**src/rtl/calc_op_sequencer_if.sv**
```systemverilog
// Handshake and datapath-control bundle between the calculator sequencer and its environment.
interface calc_op_sequencer_if #(
    parameter int WIDTH = 16
);
    logic             in_valid;
    logic             in_ready;
    logic [WIDTH-1:0] in_a;
    logic [WIDTH-1:0] in_b;
    logic [1:0]       in_op;
    logic [WIDTH-1:0] dp_a;
    logic [WIDTH-1:0] dp_b;
    logic [1:0]       dp_sel;
    logic             mul_start;
    logic             div_start;
    logic             mul_done;
    logic             div_done;
    logic [WIDTH-1:0] dp_y;
    logic             out_valid;
    logic             out_ready;
    logic [WIDTH-1:0] out_result;
    logic             out_err;

    modport master (
        output in_valid, in_a, in_b, in_op, mul_done, div_done, dp_y, out_ready,
        input  in_ready, dp_a, dp_b, dp_sel, mul_start, div_start,
               out_valid, out_result, out_err
    );

    modport slave (
        input  in_valid, in_a, in_b, in_op, mul_done, div_done, dp_y, out_ready,
        output in_ready, dp_a, dp_b, dp_sel, mul_start, div_start,
               out_valid, out_result, out_err
    );
endinterface

```
**src/rtl/calc_op_sequencer.sv**
```systemverilog
// Runs one ADD/SUB/MUL/DIV request at a time: latches operands, drives the result-mux
// select and MUL/DIV start pulses, captures dp_y and holds it until the consumer takes it.
module calc_op_sequencer #(
    parameter int WIDTH   = 16,
    parameter int TIMEOUT = 64,
    parameter int TCNT_W  = 7
) (
    input  logic                 clk,
    input  logic                 rst_n,
    calc_op_sequencer_if.slave   bus
);
    typedef enum logic [1:0] {
        IDLE = 2'd0,
        EXEC = 2'd1,
        WAIT = 2'd2,
        DONE = 2'd3
    } state_t;

    state_t            state_r;
    logic [TCNT_W-1:0] tcnt_r;
    logic [WIDTH-1:0]  dp_a_r;
    logic [WIDTH-1:0]  dp_b_r;
    logic [1:0]        dp_sel_r;
    logic              in_ready_r;
    logic              mul_start_r;
    logic              div_start_r;
    logic              out_valid_r;
    logic [WIDTH-1:0]  out_result_r;
    logic              out_err_r;
    logic              accept_s;
    logic              match_done_s;

    assign bus.in_ready   = in_ready_r;
    assign bus.dp_a       = dp_a_r;
    assign bus.dp_b       = dp_b_r;
    assign bus.dp_sel     = dp_sel_r;
    assign bus.mul_start  = mul_start_r;
    assign bus.div_start  = div_start_r;
    assign bus.out_valid  = out_valid_r;
    assign bus.out_result = out_result_r;
    assign bus.out_err    = out_err_r;

    // Request acceptance and selection of the done line belonging to the latched op
    always_comb begin
        accept_s     = (state_r == IDLE) && bus.in_valid && in_ready_r;
        match_done_s = 1'b0;
        case (dp_sel_r)
            2'b10:   match_done_s = bus.mul_done;
            2'b11:   match_done_s = bus.div_done;
            default: match_done_s = 1'b0;
        endcase
    end

    // Sequencer FSM with all outputs registered
    always_ff @(posedge clk) begin
        if (!rst_n) begin
            state_r      <= IDLE;
            tcnt_r       <= {TCNT_W{1'b0}};
            dp_a_r       <= {WIDTH{1'b0}};
            dp_b_r       <= {WIDTH{1'b0}};
            dp_sel_r     <= 2'b00;
            in_ready_r   <= 1'b0;
            mul_start_r  <= 1'b0;
            div_start_r  <= 1'b0;
            out_valid_r  <= 1'b0;
            out_result_r <= {WIDTH{1'b0}};
            out_err_r    <= 1'b0;
        end else begin
            case (state_r)
                IDLE: begin
                    if (accept_s) begin
                        dp_a_r     <= bus.in_a;
                        dp_b_r     <= bus.in_b;
                        dp_sel_r   <= bus.in_op;
                        in_ready_r <= 1'b0;
                        case (bus.in_op)
                            2'b10: begin
                                state_r     <= WAIT;
                                mul_start_r <= 1'b1;
                                tcnt_r      <= {TCNT_W{1'b0}};
                            end
                            2'b11: begin
                                if (bus.in_b != {WIDTH{1'b0}}) begin
                                    state_r     <= WAIT;
                                    div_start_r <= 1'b1;
                                    tcnt_r      <= {TCNT_W{1'b0}};
                                end else begin
                                    // Divide by zero never reaches the divider
                                    state_r      <= DONE;
                                    out_result_r <= {WIDTH{1'b1}};
                                    out_err_r    <= 1'b1;
                                    out_valid_r  <= 1'b1;
                                end
                            end
                            default: state_r <= EXEC;
                        endcase
                    end else begin
                        in_ready_r <= 1'b1;
                    end
                end
                EXEC: begin
                    out_result_r <= bus.dp_y;
                    out_err_r    <= 1'b0;
                    out_valid_r  <= 1'b1;
                    state_r      <= DONE;
                end
                WAIT: begin
                    if (mul_start_r || div_start_r) begin
                        mul_start_r <= 1'b0;
                        div_start_r <= 1'b0;
                        tcnt_r      <= tcnt_r + TCNT_W'(1);
                    end else if (match_done_s) begin
                        out_result_r <= bus.dp_y;
                        out_err_r    <= 1'b0;
                        out_valid_r  <= 1'b1;
                        state_r      <= DONE;
                    end else if (tcnt_r == TCNT_W'(TIMEOUT - 1)) begin
                        out_result_r <= {WIDTH{1'b0}};
                        out_err_r    <= 1'b1;
                        out_valid_r  <= 1'b1;
                        tcnt_r       <= tcnt_r + TCNT_W'(1);
                        state_r      <= DONE;
                    end else begin
                        tcnt_r <= tcnt_r + TCNT_W'(1);
                    end
                end
                DONE: begin
                    if (bus.out_ready) begin
                        out_valid_r <= 1'b0;
                        in_ready_r  <= 1'b1;
                        state_r     <= IDLE;
                    end else begin
                        out_valid_r <= 1'b1;
                    end
                end
                default: begin
                    state_r    <= IDLE;
                    in_ready_r <= 1'b0;
                end
            endcase
        end
    end
endmodule

```
**src/flat_wrapper.sv**
```systemverilog
// flat-port wrapper written by rule: the top's interface ports become plain ports
module calc_op_sequencer_flat 
#(
    parameter int WIDTH   = 16,
    parameter int TIMEOUT = 64,
    parameter int TCNT_W  = 7
)
  (clk, rst_n, bus_in_valid, bus_in_a, bus_in_b, bus_in_op, bus_mul_done, bus_div_done, bus_dp_y, bus_out_ready, bus_in_ready, bus_dp_a, bus_dp_b, bus_dp_sel, bus_mul_start, bus_div_start, bus_out_valid, bus_out_result, bus_out_err);
  calc_op_sequencer_if #(.WIDTH(WIDTH)) bus_i ();
  input  logic clk;
  input  logic rst_n;
  input wire logic [$bits(bus_i.in_valid)-1:0] bus_in_valid;
  input wire logic [$bits(bus_i.in_a)-1:0] bus_in_a;
  input wire logic [$bits(bus_i.in_b)-1:0] bus_in_b;
  input wire logic [$bits(bus_i.in_op)-1:0] bus_in_op;
  input wire logic [$bits(bus_i.mul_done)-1:0] bus_mul_done;
  input wire logic [$bits(bus_i.div_done)-1:0] bus_div_done;
  input wire logic [$bits(bus_i.dp_y)-1:0] bus_dp_y;
  input wire logic [$bits(bus_i.out_ready)-1:0] bus_out_ready;
  output wire logic [$bits(bus_i.in_ready)-1:0] bus_in_ready;
  output wire logic [$bits(bus_i.dp_a)-1:0] bus_dp_a;
  output wire logic [$bits(bus_i.dp_b)-1:0] bus_dp_b;
  output wire logic [$bits(bus_i.dp_sel)-1:0] bus_dp_sel;
  output wire logic [$bits(bus_i.mul_start)-1:0] bus_mul_start;
  output wire logic [$bits(bus_i.div_start)-1:0] bus_div_start;
  output wire logic [$bits(bus_i.out_valid)-1:0] bus_out_valid;
  output wire logic [$bits(bus_i.out_result)-1:0] bus_out_result;
  output wire logic [$bits(bus_i.out_err)-1:0] bus_out_err;
  assign bus_i.in_valid = bus_in_valid;
  assign bus_i.in_a = bus_in_a;
  assign bus_i.in_b = bus_in_b;
  assign bus_i.in_op = bus_in_op;
  assign bus_i.mul_done = bus_mul_done;
  assign bus_i.div_done = bus_div_done;
  assign bus_i.dp_y = bus_dp_y;
  assign bus_i.out_ready = bus_out_ready;
  assign bus_in_ready = bus_i.in_ready;
  assign bus_dp_a = bus_i.dp_a;
  assign bus_dp_b = bus_i.dp_b;
  assign bus_dp_sel = bus_i.dp_sel;
  assign bus_mul_start = bus_i.mul_start;
  assign bus_div_start = bus_i.div_start;
  assign bus_out_valid = bus_i.out_valid;
  assign bus_out_result = bus_i.out_result;
  assign bus_out_err = bus_i.out_err;
  calc_op_sequencer #(.WIDTH(WIDTH), .TIMEOUT(TIMEOUT), .TCNT_W(TCNT_W)) u_core (.clk(clk), .rst_n(rst_n), .bus(bus_i));
endmodule
```
**config.mk**
```make
export PLATFORM = sky130hd
export DESIGN_NAME = calc_op_sequencer_flat
export DESIGN_NICKNAME = d
export VERILOG_FILES = /design/src/rtl/calc_op_sequencer_if.sv /design/src/rtl/calc_op_sequencer.sv /design/src/flat_wrapper.sv
export SDC_FILE = /design/constraint.sdc
export NUM_CORES = 1
export LEC_CHECK = 0
export ABC_AREA = 1
export BUFFER_PORTS_ARGS = -buffer_cell sky130_fd_sc_hd__buf_4
export CORE_UTILIZATION = 52
export DETAILED_ROUTE_END_ITERATION = 10
export PLACE_DENSITY = 0.9
export RECOVER_POWER = 50
export SLEW_MARGIN = 10
export SYNTH_ARGS = -nofsm -noshare
export SYNTH_HDL_FRONTEND = slang
export SYNTH_SLANG_ARGS = --single-unit
```
**constraint.sdc**
```tcl
create_clock -name clk -period 2.5 [get_ports clk]
set_input_delay 0.25 -clock clk [delete_from_list [all_inputs] [get_ports clk]]
set_output_delay 0.25 -clock clk [all_outputs]
set_load 0.1 [all_outputs]
```
==> metrics.yaml <==
run_status:
  outcome: "completed"
sta:
  setup_tns_ps: 0
  fmax_mhz: 479
  min_period_over_period: 0.835
  worst_pin_slew_ps: 1230
  hold_ws_ps: 201
  max_slew_margin: 0.185
  drv_slew: 0
  finClkSkew_ps: 6.48
  finalCriticalPeriod_ps: 2090
  hold_viol_final: 0
  rsz0062_at_grt: "no"
  finalSetupViolCount: 0
synthesis:
  ys_warn_count: 0
  synth_mux_area_frac: 0
  ys_ff_latch: 64
  synth-xor-area-share: 0.00603
  synth_area_per_cell_sq_um: 7.03
  yosysUniqueCellTypes: 29
  synth_edf_count: 0
  yosys.area_share.simple: 0.230
  syn_area_sq_um: 2900
  synth-compound-area-share: 0.189
  ys.flop_type: "dfxtp_1"
  synth_fp_nets: 474
  synth_top_family_by_area: "simple AND/OR/NAND/NOR gates"
  synth_fa_ha_area_frac: 0.0216
  yosysSeqAreaShare: 0.441
  async_flop_share: 0
  syn_inst: 413
critical_path:
  cp.arrival_ps: 2310
  cp-start-kind: "register"
  path_class: "reg -> reg"
  cp_slowest_cell: "nor2_2"
  path_common_cell: "nand2_1"
  path_buf_inv: 1
  worstPathMaxFanout: 12
  endpoint_kind: "register"
  path_cells: "inv_1 > ha_1 > nand3_4 > nand2_1 > nand2_1 > nor2_2 > nand2_1 > nand2_1 > a21oi_1"
  max_stage_delay_ps: 410
  worstPathRequired_ps: 2720
  crit_family: "simple AND/OR/NAND/NOR gates"
clock_network:
  clk_path_buf_depth: 2
  clk_pin_slew_ps: 70
  numCtsBuffers: 9
  clock-sinks: 64
  cts.root.buffer_cell: "clkbuf_8"
  cts_tree: "built"
  worstSkewPairLatency_ps: 340
  cts_hold_buf: 0
  postCtsSetupRepairBufs: 0
  cts_max_level: 3
  cts-resized-gates: 0
floorplanning:
  start_util: 0.554
  io_pins: 111
  rows: 26
  core_sq_um: 5240
  die_w_um: 76.7
  dieArea_sq_um: 5890
  die_h_um: 76.7
power:
  p_leak_nw: 1.54
  cellPowerDensity_nw_per_um2: 1420
  vdd.ir_drop.worst_uv: 1240
drt:
  wl_per_cell_um: 13.1
  finalWirelength_um: 7720
  drtIter0Drc: 182
  antenna_left: 0
  drc_errors: 0
  drt_pass1_iterations: 4
  routed_via_density: 5.01
  vias: 2951
grt:
  globalRoute.totalOverflow: 0
  grt_pass1_wl_um: 12400
  track_usage: 0.266
  grt_pass1_vias: 2702
  antenna_found_initial: 0
  grt_max_degree: 69
finish:
  drive_gt1_frac: 0.158
  area_growth_pct: 28.9
  instances_no_fill: 589
  fin_area_sq_um: 3740
  antenna_cells: 0
  final-seq-area_sq_um: 1280
  fin_nets: 575
  fillers: 473
  multi_input_area_sq_um: 1290
place:
  place_inst: 573
  gp_congestion: 0.875
  placed_area_sq_um: 3720
  port_buffers: 110
  dpl.hpwl_um: 5230
min_path:
  hold_path.class: "in -> reg"
flow_run:
  maxCapViolCount: 0
-- worst register-to-register path, cell delays in order, from the launching register on --
cell and delay (ps):
dfxtp_1 330, inv_1 100, ha_1 390, nand3_4 110, nand2_1 170, nand2_1 110
nor2_2 410, nand2_1 200, nand2_1 100, a21oi_1 60
-- cell usage after synthesis (2+ instances only) --
cell / number / share of area
nand3_1: 18 / 0.031
nor2_1: 59 / 0.076
nand3_2: 2 / 0.0069
nand2_1: 69 / 0.089
buf_2: 3 / 0.0052
o21ai_1: 11 / 0.019
nor2_2: 2 / 0.0043
dfxtp_1: 64 / 0.44
buf_1: 2 / 0.0026
o21ai_0: 46 / 0.079
clkbuf_1: 12 / 0.016
buf_4: 3 / 0.0078
inv_1: 53 / 0.069
buf_6: 2 / 0.0078
ha_1: 5 / 0.022
a21oi_1: 49 / 0.084
-- cell families after synthesis --
| group | after synthesis |
|---|---|
| AO/OA/AOI/OAI | 108 |
| XOR/XNOR | 2 |
| adder cells (fa/ha/maj) | 5 |
| buffers and inverters | 77 |
| flip-flops | 64 |
| AND/OR/NAND/NOR | 157 |
-- where the power goes --
part	total (mW)	leakage (nW)	internal [mW]	switching, mW
clock	1.02	0.117	0.645	0.373
combinational	2.89	0.900	0.552	2.34
sequential	1.40	0.521	1.25	0.144
-- worst paths after layout --
kind	to	from	slack [ps]	cells after the start
min reg2reg	u_core.bus.dp_a[12]	u_core.bus.dp_a[12]	450	2
max	u_core.tcnt_r[2]	u_core.state_r[1]	410	9
min	u_core.bus.dp_b[14]	bus_in_b[14]	200	3
max reg2reg	u_core.tcnt_r[2]	u_core.state_r[1]	410	9
-- flip-flops by register name (all words and copies together) (netlist names) --
name                   cells
u_core.state_r             2
u_core.bus.div_start       1
u_core.bus.out_err         1
u_core.bus.mul_start       1
u_core.bus.in_ready        1
u_core.bus.dp_a           16
u_core.bus.dp_sel          2
u_core.tcnt_r              7
u_core.bus.dp_b           16
u_core.bus.out_valid       1
u_core.bus.out_result     16
-- layer usage --
| layer | vias up | wire (um) | GRT usage |
|---|---|---|---|
| li1 | 1510 | - | - |
| met1 | 1322 | 3200 | 0.313 |
| met2 | 103 | 3840 | 0.454 |
| met3 | 16 | 528 | 0.0464 |
| met4 | 0 | 159 | 0.152 |
| met5 | - | 0 | 0 |
-- per-stage QoR --
step / power (mW) / worst slack, ps / util
2_1_floorplan: 3.88 / 426 / -
3_3_place_gp: 4.36 / 633 / 0.710
3_5_place_dp: 4.43 / 569 / 0.710
4_1_cts: 5.47 / 499 / 0.754
5_1_grt: 5.60 / 186 / 0.715
6_report: 5.31 / 412 / 0.715
-- cells in the final DEF, fill, tap and decap left out, drive strengths merged --
cell    instances
buf            57
nor2           62
ha              5
inv            55
nor3b           1
a21oi          49
dfxtp          64
o21bai          1
o21ai          57
bufinv          2
nor3            1
nand2          71
o211ai          1
xor2            1
clkbuf         69
nand3          21
or2             1
xnor2           1
-- area by class of cell --
cell class,count,share of cell area
multi-input combinational,272,0.346
inverter,55,0.0565
tap,70,0.0234
timing repair buffer,112,0.170
clock inverter,2,0.0160
clock buffer,14,0.0461
sequential,64,0.342
Note: power is estimated with default switching activity, not from simulation.
